==> src/rtl/uart_pkg.sv <==
// uart_pkg: shared defaults and divisor type for the UART baud tick generator.
package uart_pkg;
  localparam int UART_INT_W        = 16;
  localparam int UART_FRAC_W       = 4;
  localparam int UART_OVERSAMPLE   = 16;
  localparam int UART_DEF_DIV_INT  = 27;
  localparam int UART_DEF_DIV_FRAC = 2;
  typedef struct packed {
    logic [UART_INT_W-1:0]  div_int;
    logic [UART_FRAC_W-1:0] div_frac;
  } uart_div_t;
endpackage

==> src/rtl/baud_frac_div.sv <==
// baud_frac_div: integer+fractional period counter producing the raw oversample tick.
module baud_frac_div
  import uart_pkg::*;
#(
  parameter int INT_W  = UART_INT_W,
  parameter int FRAC_W = UART_FRAC_W
) (
  input  logic              clk_i,
  input  logic              rst_ni,
  input  logic              en_i,
  input  logic              clr_i,
  input  logic [INT_W-1:0]  div_int_i,
  input  logic [FRAC_W-1:0] div_frac_i,
  output logic              tick_o
);
  localparam int W = INT_W + 1;
  logic [W-1:0]      cnt_q, cnt_d, last;
  logic [INT_W-1:0]  dv;
  logic [FRAC_W-1:0] acc_q, acc_d;
  logic              ext_q, ext_d;
  logic [FRAC_W:0]   sum;
  always_comb begin
    dv     = (div_int_i == '0) ? INT_W'(1) : div_int_i;
    last   = W'(dv) + W'(ext_q) - W'(1);
    tick_o = en_i & ~clr_i & (cnt_q == last);
    sum    = {1'b0, acc_q} + {1'b0, div_frac_i};
    cnt_d  = clr_i ? '0 : tick_o ? '0 : en_i ? cnt_q + 1'b1 : cnt_q;
    {ext_d, acc_d} = clr_i ? '0 : tick_o ? sum : {ext_q, acc_q};
  end
  always_ff @(posedge clk_i or negedge rst_ni)
    if (!rst_ni) begin
      cnt_q <= '0;
      acc_q <= '0;
      ext_q <= 1'b0;
    end else begin
      cnt_q <= cnt_d;
      acc_q <= acc_d;
      ext_q <= ext_d;
    end
endmodule

==> src/rtl/uart_baud_gen_frac.sv <==
// uart_baud_gen_frac: programmable fractional baud generator with shadowed divisor and bit tick.
module uart_baud_gen_frac
  import uart_pkg::*;
#(
  parameter int INT_W        = UART_INT_W,
  parameter int FRAC_W       = UART_FRAC_W,
  parameter int OVERSAMPLE   = UART_OVERSAMPLE,
  parameter int DEF_DIV_INT  = UART_DEF_DIV_INT,
  parameter int DEF_DIV_FRAC = UART_DEF_DIV_FRAC
) (
  input  logic              clock_i,
  input  logic              reset_n_i,
  input  logic              enable_i,
  input  logic [INT_W-1:0]  div_int_i,
  input  logic [FRAC_W-1:0] div_frac_i,
  input  logic              div_load_i,
  input  logic              sync_clr_i,
  output logic              rx_tick_o,
  output logic              tx_tick_o,
  output logic              div_pending_o
);
  localparam int OS_W = $clog2(OVERSAMPLE);
  localparam int DW   = INT_W + FRAC_W;
  logic [DW-1:0]   shadow_q, shadow_d, active_q, active_d;
  logic            pending_q, pending_d, rx_q, tx_q;
  logic [OS_W-1:0] os_q, os_d;
  logic            raw, bit_end, apply;
  baud_frac_div #(.INT_W(INT_W), .FRAC_W(FRAC_W)) u_div (
    .clk_i     (clock_i),
    .rst_ni    (reset_n_i),
    .en_i      (enable_i),
    .clr_i     (sync_clr_i),
    .div_int_i (active_q[DW-1:FRAC_W]),
    .div_frac_i(active_q[FRAC_W-1:0]),
    .tick_o    (raw)
  );
  // Retune only on a bit boundary while running so no bit is ever split across divisors.
  always_comb begin
    bit_end   = raw & (os_q == OS_W'(OVERSAMPLE - 1));
    apply     = pending_q & ~sync_clr_i & (~enable_i | bit_end);
    shadow_d  = div_load_i ? {div_int_i, div_frac_i} : shadow_q;
    pending_d = div_load_i | (pending_q & ~apply);
    active_d  = apply ? shadow_q : active_q;
    os_d      = sync_clr_i ? '0 : raw ? os_q + 1'b1 : os_q;
  end
  always_ff @(posedge clock_i or negedge reset_n_i)
    if (!reset_n_i) begin
      shadow_q  <= '0;
      active_q  <= {INT_W'(DEF_DIV_INT), FRAC_W'(DEF_DIV_FRAC)};
      pending_q <= 1'b0;
      os_q      <= '0;
      rx_q      <= 1'b0;
      tx_q      <= 1'b0;
    end else begin
      shadow_q  <= shadow_d;
      active_q  <= active_d;
      pending_q <= pending_d;
      os_q      <= os_d;
      rx_q      <= raw;
      tx_q      <= bit_end;
    end
  assign rx_tick_o     = rx_q;
  assign tx_tick_o     = tx_q;
  assign div_pending_o = pending_q;
endmodule

==> config.mk <==
export PLATFORM = sky130hd
export DESIGN_NAME = uart_baud_gen_frac
export DESIGN_NICKNAME = d
export VERILOG_FILES = /design/src/rtl/uart_pkg.sv /design/src/rtl/baud_frac_div.sv /design/src/rtl/uart_baud_gen_frac.sv
export SDC_FILE = /design/constraint.sdc
export NUM_CORES = 1
export LEC_CHECK = 0
export CORE_MARGIN = 5
export CORE_UTILIZATION = 39
export CTS_CLUSTER_DIAMETER = 60
export CTS_CLUSTER_SIZE = 12
export DETAILED_ROUTE_END_ITERATION = 10
export DONT_BUFFER_PORTS = 1
export GPL_TIMING_DRIVEN = 0
export PLACE_DENSITY = 0.56
export RECOVER_POWER = 50
export SETUP_SLACK_MARGIN = 0.2
export SYNTH_ARGS = -nofsm -noshare
export SYNTH_HDL_FRONTEND = slang
export SYNTH_SLANG_ARGS = --single-unit
==> constraint.sdc <==
create_clock -name clock_i -period 7.3 [get_ports clock_i]
set_clock_uncertainty 0.15 [all_clocks]
set_input_delay 1.46 -clock clock_i [delete_from_list [all_inputs] [get_ports clock_i]]
set_output_delay 1.46 -clock clock_i [all_outputs]
set_load 0.01 [all_outputs]
==> results of run 1 <==
registers in the layout (all words and copies together) (netlist names):
signal / cells
active_q: 20
tx_tick_o: 1
shadow_q: 20
div_pending_o: 1
u_div.acc_q: 4
os_q: 4
rx_tick_o: 1
u_div.cnt_q: 17
u_div.ext_q: 1
synthesized netlist by cell type, types with 6 or more instances:
| cell type | instances | area share |
|---|---|---|
| a21oi_1 | 8 | 0.011 |
| clkbuf_1 | 6 | 0.0060 |
| dfrtp_1 | 64 | 0.43 |
| ha_1 | 8 | 0.027 |
| inv_1 | 8 | 0.0081 |
| mux2_2 | 40 | 0.12 |
| nand2_1 | 17 | 0.017 |
| nand2b_1 | 7 | 0.012 |
| nand3_1 | 9 | 0.012 |
| nor2_1 | 39 | 0.039 |
| o21ai_0 | 11 | 0.015 |
| xnor2_1 | 21 | 0.049 |
| xor2_1 | 14 | 0.033 |
path summary, 6_finish.rpt:
kind / from / endpoint / slack, ns / depth (start not counted)
setup / recovery: active_q[14] / active_q[14] / 2.55 / 16
hold / removal: shadow_q[12] / active_q[12] / 0.35 / 1
setup reg to reg: active_q[14] / active_q[14] / 2.55 / 16
hold reg to reg: shadow_q[12] / active_q[12] / 0.35 / 1
max in group asynchronous: reset_n_i / active_q[4] / 6.16 / 0
min in group asynchronous: reset_n_i / active_q[9] / 0.65 / 0
layer usage:
layer,part of all wire,routed length (um)
met1,0.48,3610
met2,0.46,3460
met3,0.036,273
met4,0.021,159
met5,0,0
per-stage QoR:
step           power [W]  hold slack [ns]  instance area, um2  setup WS [ns]
5_1_grt          0.00109            0.375                4140           2.20
3_5_place_dp    0.000650            0.342                3890           2.57
2_1_floorplan   0.000610            0.327                3720           3.30
4_1_cts          0.00105            0.359                4140           2.54
3_3_place_gp    0.000646            0.336                3890           2.56
6_report         0.00104            0.355                4140           2.55
cell families (layout without fill, tap and decap cells):
kind of cell             Yosys count  count (layout)  synth area share
AO/OA/AOI/OAI                     42              42            0.0769
XOR/XNOR                          35              35            0.0823
adder cells (fa/ha/maj)            9               9            0.0322
buffers and inverters             25              41            0.0346
flip-flops                        69              69             0.465
multiplexers                      44              44             0.132
AND/OR/NAND/NOR                  118             118             0.177
cell type report:
cell class                 count  area [um2]  share of cell area
sequential                    69        1730               0.418
tap                          129         161              0.0389
buffer                        17        98.8              0.0239
multi-input combinational    248        1860               0.450
inverter                       8        30.0             0.00725
clock inverter                 5         106              0.0257
clock buffer                  11         151              0.0365
worst reg2reg max path, cell delays in order (launching register included):
cell and delay [ns]:
dfrtp_1 0.36, clkbuf_1 0.21, or4_1 0.62, nor3_1 0.31, a31oi_1 0.15, ha_1 0.23, ha_1 0.24, nor3b_1 0.18
clkbuf_1 0.24, a211oi_1 0.29, nor4_1 0.10, a211oi_1 0.32, nand4b_1 0.16, nor4b_2 0.39, a21oi_1 0.14, buf_2 0.25
mux2_2 0.30
where the power goes:
group / internal, W / leakage (nW) / switching, W / total (W)
clock: 0.000246 / 0.126 / 0.000149 / 0.000395
sequential: 0.000426 / 0.863 / 0.0000350 / 0.000461
combinational: 0.0000920 / 0.689 / 0.0000888 / 0.000181
==> metrics.md, run 1 <==
| Metric | Value |
|---|---|
| Antenna Nets Post-Route | 0 |
| Setup Buffers After CTS | 0 |
| YS warnings | 0 |
| Lkg Pwr | 1.68 nW |
| Initial antenna violation count | 0 |
| Slew @ Worst Pin | 1.04 ns |
| Post-CTS sizing | 0 |
| Final hold violation count | 0 |
| Number of H-tree levels | 3 |
| Crit path cell chain | clkbuf_1, or4_1, nor3_1, a31oi_1, ha_1, ha_1, nor3b_1, clkbuf_1, a211oi_1, nor4_1, a211oi_1, nand4b_1, nor4b_2, a21oi_1, buf_2, mux2_2 |
| Post-Synthesis Cells | 342 |
| Filler cells | 906 |
| Via-to-Cell Ratio | 5.12 |
| Final Non-Filler Cells | 487 |
| Critical path fanouts, max | 10 |
| Placed cells | 471 |
| Vias | 2495 |
| CP max-delay cell | or4_1 |
| Critical path startpoint category | flip-flop |
| Unrepaired setup endpoints after global routing | no |
| GRT met3 Usage | 0.0408 |
| Starting Density | 0.401 |
| First-pass GRT wire length | 12.6 mm |
| GR peak layer | met2 |
| Status | finished clean |
| Yosys cell types | 58 |
| Number of flops mapped to enable cells by yosys | 0 |
| Most common cell after layout, fill and taps aside | dfrtp_1 |
| Avg Inst Size Synth | 10.9 um2 |
| Bufs on Longest Clock Path | 2 |
| CP top delay family | simple AND/OR/NAND/NOR gates |
| FP Rows | 35 |
| Setup violations, final | 0 |
| Vert. Die Dim | 108 um |
| Largest net degree at the start of global routing | 70 |
| Core ar. | 0.00928 mm2 |
| Gpl congestion | 0.791 |
| Detail Placement HPWL | 5.34 mm |
| Core Util, Final | 0.446 |
| TNS Setup | 0 ns |
| Final Cycle Share | 0.650 |
| Critical Path RT | 7.38 ns |
| Max VDD drop | 111 uV |
| Synth Cell Area | 0.00372 mm2 |
| Share of cells above drive strength 1 | 0.221 |
| Min Tclk post-route | 4.75 ns |
| Post-Route WL | 7.51 mm |
| Total gr overflow | 0 |
| Met1 usage in global routing | 0.183 |
| Max Cap Viol | 0 |
| Port Buffers | 0 |
| Top-Level Pins | 28 |
| Hold_buf cts | 0 |
| Critical path class | flip-flop to flip-flop |
| Die ar. | 0.0116 mm2 |
| Top_reg_cell synth | dfrtp_1 |
| Clock tree sinks | 69 |
| Clk Latency, worst-skew pair | 0.35 ns |
| Endpoint type of the worst setup path | flip-flop |
| Total GRT Usage | 0.140 |
| Crit-path max cell delay | 0.62 ns |
| Sequential share of the synthesized area | 0.465 |
| Net Count, Synth | 376 |
| Vias in the first global route | 2505 |
| Syn-to-layout area delta | 11.3% |
| Ys async rst share | 1.00 |
| GRT met2 Usage | 0.216 |
| Worst Path Arrival | 4.83 ns |
| CTS tree | done |
| Hold Path Class | flip-flop to flip-flop |
| Post-layout nets | 387 |
| Max Fclk | 211 MHz |
| #FFs+latches synth | 69 |
| # diodes | 0 |
| PD cells | 250 mW/mm2 |
| Worst-path clk slew | 0.07 ns |
| Most frequent cells in the layout | dfrtp_1, mux2_2, nor2_1, xnor2_1, nand2_1 |
| TritonRoute pass-1 iters | 4 |
| DRC | 0 |
| CTS Buf Count | 9 |
| Routed wire per std cell | 15.4 um |
| Crit path buffers/inverters | 3 |
| CTS root buffer | clkbuf_8 |
| Die width | 108 um |
| Relative slew slack | 0.299 |
| Detailed router's first-iteration violation count | 57 |
| Max-slew violations | 0 |
No activity file was read; power rests on OpenSTA's default activity.
==> run 2: changes to the inputs <==
- clock period: 7.3 -> 4.6 ns (I/O delays scaled with it)
==> run 2 against run 1 <==
Sequential cell count is the same; critical path depth unchanged; maximum frequency up 13%; power rose by 61%; utilization up 1.1 points; critical path type unchanged.
==> metrics.md, run 2 (synthesis gave the netlist of run 1 again) <==
| Metric | Value |
|---|---|
| Crit path buffers/inverters | 3 |
| Critical path's most frequent cell | buf_4 |
| Max VDD drop | 176 uV |
| Share of cells above drive strength 1 | 0.256 |
| CP top delay family | simple AND/OR/NAND/NOR gates |
| Final WS setup | 0.395 ns |
| Post-layout nets | 392 |
| Relative slew slack | 0.178 |
| DRC | 0 |
| Max Cap Viol | 0 |
| Final hold violation count | 0 |
| Placed inst area | 0.00389 mm2 |
| Total gr overflow | 0 |
| Min Tclk post-route | 4.20 ns |
| FP Rows | 35 |
| Max-slew violations | 0 |
| Reg power frac | 0.440 |
| Via-to-Cell Ratio | 5.15 |
| Net Sw Frac | 0.267 |
| Initial antenna violation count | 0 |
| Worst Path Arrival | 4.29 ns |
| Setup violations, final | 0 |
| Status | finished clean |
| Die ar. | 0.0116 mm2 |
| First-pass GRT wire length | 12.7 mm |
| Critical path startpoint category | flip-flop |
| Combinational power share | 0.182 |
| Gpl congestion | 0.791 |
| Detailed router's first-iteration violation count | 52 |
| CP max-delay cell | or4_4 |
| Detail Placement HPWL | 5.34 mm |
| Lkg Pwr | 1.73 nW |
| Worst-path clk slew | 0.07 ns |
| Routed wire per std cell | 15.5 um |
| Port Buffers | 0 |
| TritonRoute pass-1 iters | 4 |
| Vert. Die Dim | 108 um |
| Reg2Reg Depth | 16 |
| CTS tree | done |
| Endpoint type of the worst setup path | flip-flop |
| Hold Path Class | input pin to asynchronous set/reset pin |
| Crit-path max cell delay | 0.59 ns |
| Unrepaired setup endpoints after global routing | no |
| Core ar. | 0.00928 mm2 |
| Final Cycle Share | 0.914 |
| Crit path cell chain | buf_4, or4_4, nor3_4, a31oi_1, ha_2, ha_2, nor3b_1, buf_4, a211oi_2, nor4_1, a211oi_1, nand4b_1, nor4b_4, a21oi_2, buf_4, mux2_2 |
| CTS root buffer | clkbuf_8 |
| Antenna Nets Post-Route | 0 |
| Clock tree sinks | 69 |
| Hold_buf cts | 0 |
| Critical Path RT | 4.69 ns |
| CP Depth | 16 |
| Cell area after layout | 0.00424 mm2 |
| Setup WS pre-CTS | -0.128 ns |
| Clock power share | 0.377 |
| Total Power | 0.00167 W |
| Die width | 108 um |
| Max Fclk | 238 MHz |
| Vias in the first global route | 2536 |
| Clk Latency, worst-skew pair | 0.35 ns |
| Top-Level Pins | 28 |
| Starting Density | 0.401 |
| Total GRT Usage | 0.142 |
| Most frequent cells in the layout | dfrtp_1, mux2_2, nor2_1, xnor2_1, nand2_1 |
| Critical path fanouts, max | 10 |
| Slew @ Worst Pin | 1.22 ns |
| Largest net degree at the start of global routing | 70 |
| Critical path class | flip-flop to flip-flop |
| Bufs on Longest Clock Path | 2 |
| PD cells | 393 mW/mm2 |
| Number of H-tree levels | 3 |
| Post-Route WL | 7.63 mm |
| CTS Buf Count | 9 |
| Sw power | 0.000446 W |
| # diodes | 0 |
| Syn-to-layout area delta | 13.9% |
| Most common cell after layout, fill and taps aside | dfrtp_1 |
| Vias | 2533 |
| Top flop regs | active_q x20, shadow_q x20, u_div.cnt_q x17 |
| Pint | 0.00122 W |
-- run 2: cell count changes in the layout (fill, tap and decap cells not counted), moves of 2 or more --
cell,previous run,this run
buf_2,4,2
clkbuf_1,6,3
nor3_4,0,2
buf_4,1,8
ha_1,8,6
ha_2,0,2
clkbuf_2,0,2
-- run 2: path summary, 6_finish.rpt --
check	from	to	slack (ns)
max in group asynchronous	reset_n_i	active_q[1]	4.00
min in group clock_i	shadow_q[12]	active_q[12]	0.35
max	active_q[9]	active_q[0]	0.40
min	reset_n_i	active_q[9]	0.11
min reg2reg	shadow_q[12]	active_q[12]	0.35
max reg2reg	active_q[9]	active_q[0]	0.40
-- run 2: layer usage --
| metal | global-route usage | vias to the layer above | share of wire | wire length [um] |
|---|---|---|---|---|
| li1 | - | 1244 | - | - |
| met5 | 0 | - | 0 | 0 |
| met3 | 0.0390 | 11 | 0.038 | 286 |
| met4 | 0.0622 | 0 | 0.019 | 146 |
| met1 | 0.185 | 1234 | 0.48 | 3660 |
| met2 | 0.221 | 44 | 0.46 | 3530 |
-- run 2: timing repair --
item                                    CTS  global route
endpoints found under the setup margin   43            44
setup buffers                             1             4
pin swaps                                 4             6
resized for setup                        10             9
-- run 2: stage by stage --
| stage | util | hold slack, ns | cells | TNS [ns] |
|---|---|---|---|---|
| 4_1_cts | 0.451 | 0.0884 | 488 | 0 |
| 3_3_place_gp | 0.419 | 0.336 | 471 | -2.07 |
| 6_report | 0.457 | 0.107 | 492 | 0 |
| 3_5_place_dp | 0.419 | 0.342 | 471 | -1.92 |
| 5_1_grt | 0.457 | 0.0812 | 492 | 0 |
| 2_1_floorplan | - | 0.327 | 342 | 0 |
-- run 2: cell type report --
type	count	area, um2
clock buffer	11	151
inverter	8	30.0
clock inverter	5	106
sequential	69	1730
fill	891	5040
buffer	17	114
tap	129	161
timing repair buffer	5	37.5
multi-input combinational	248	1910
-- run 2: power groups by stage --
stage	combinational, W	clock [W]	sequential, W
detailed placement	0.000288	0	0.000744
global route	0.000337	0.000669	0.000745
global placement	0.000282	0	0.000742
CTS	0.000297	0.000646	0.000736
finish	0.000304	0.000630	0.000734
floorplan	0.000244	0	0.000725
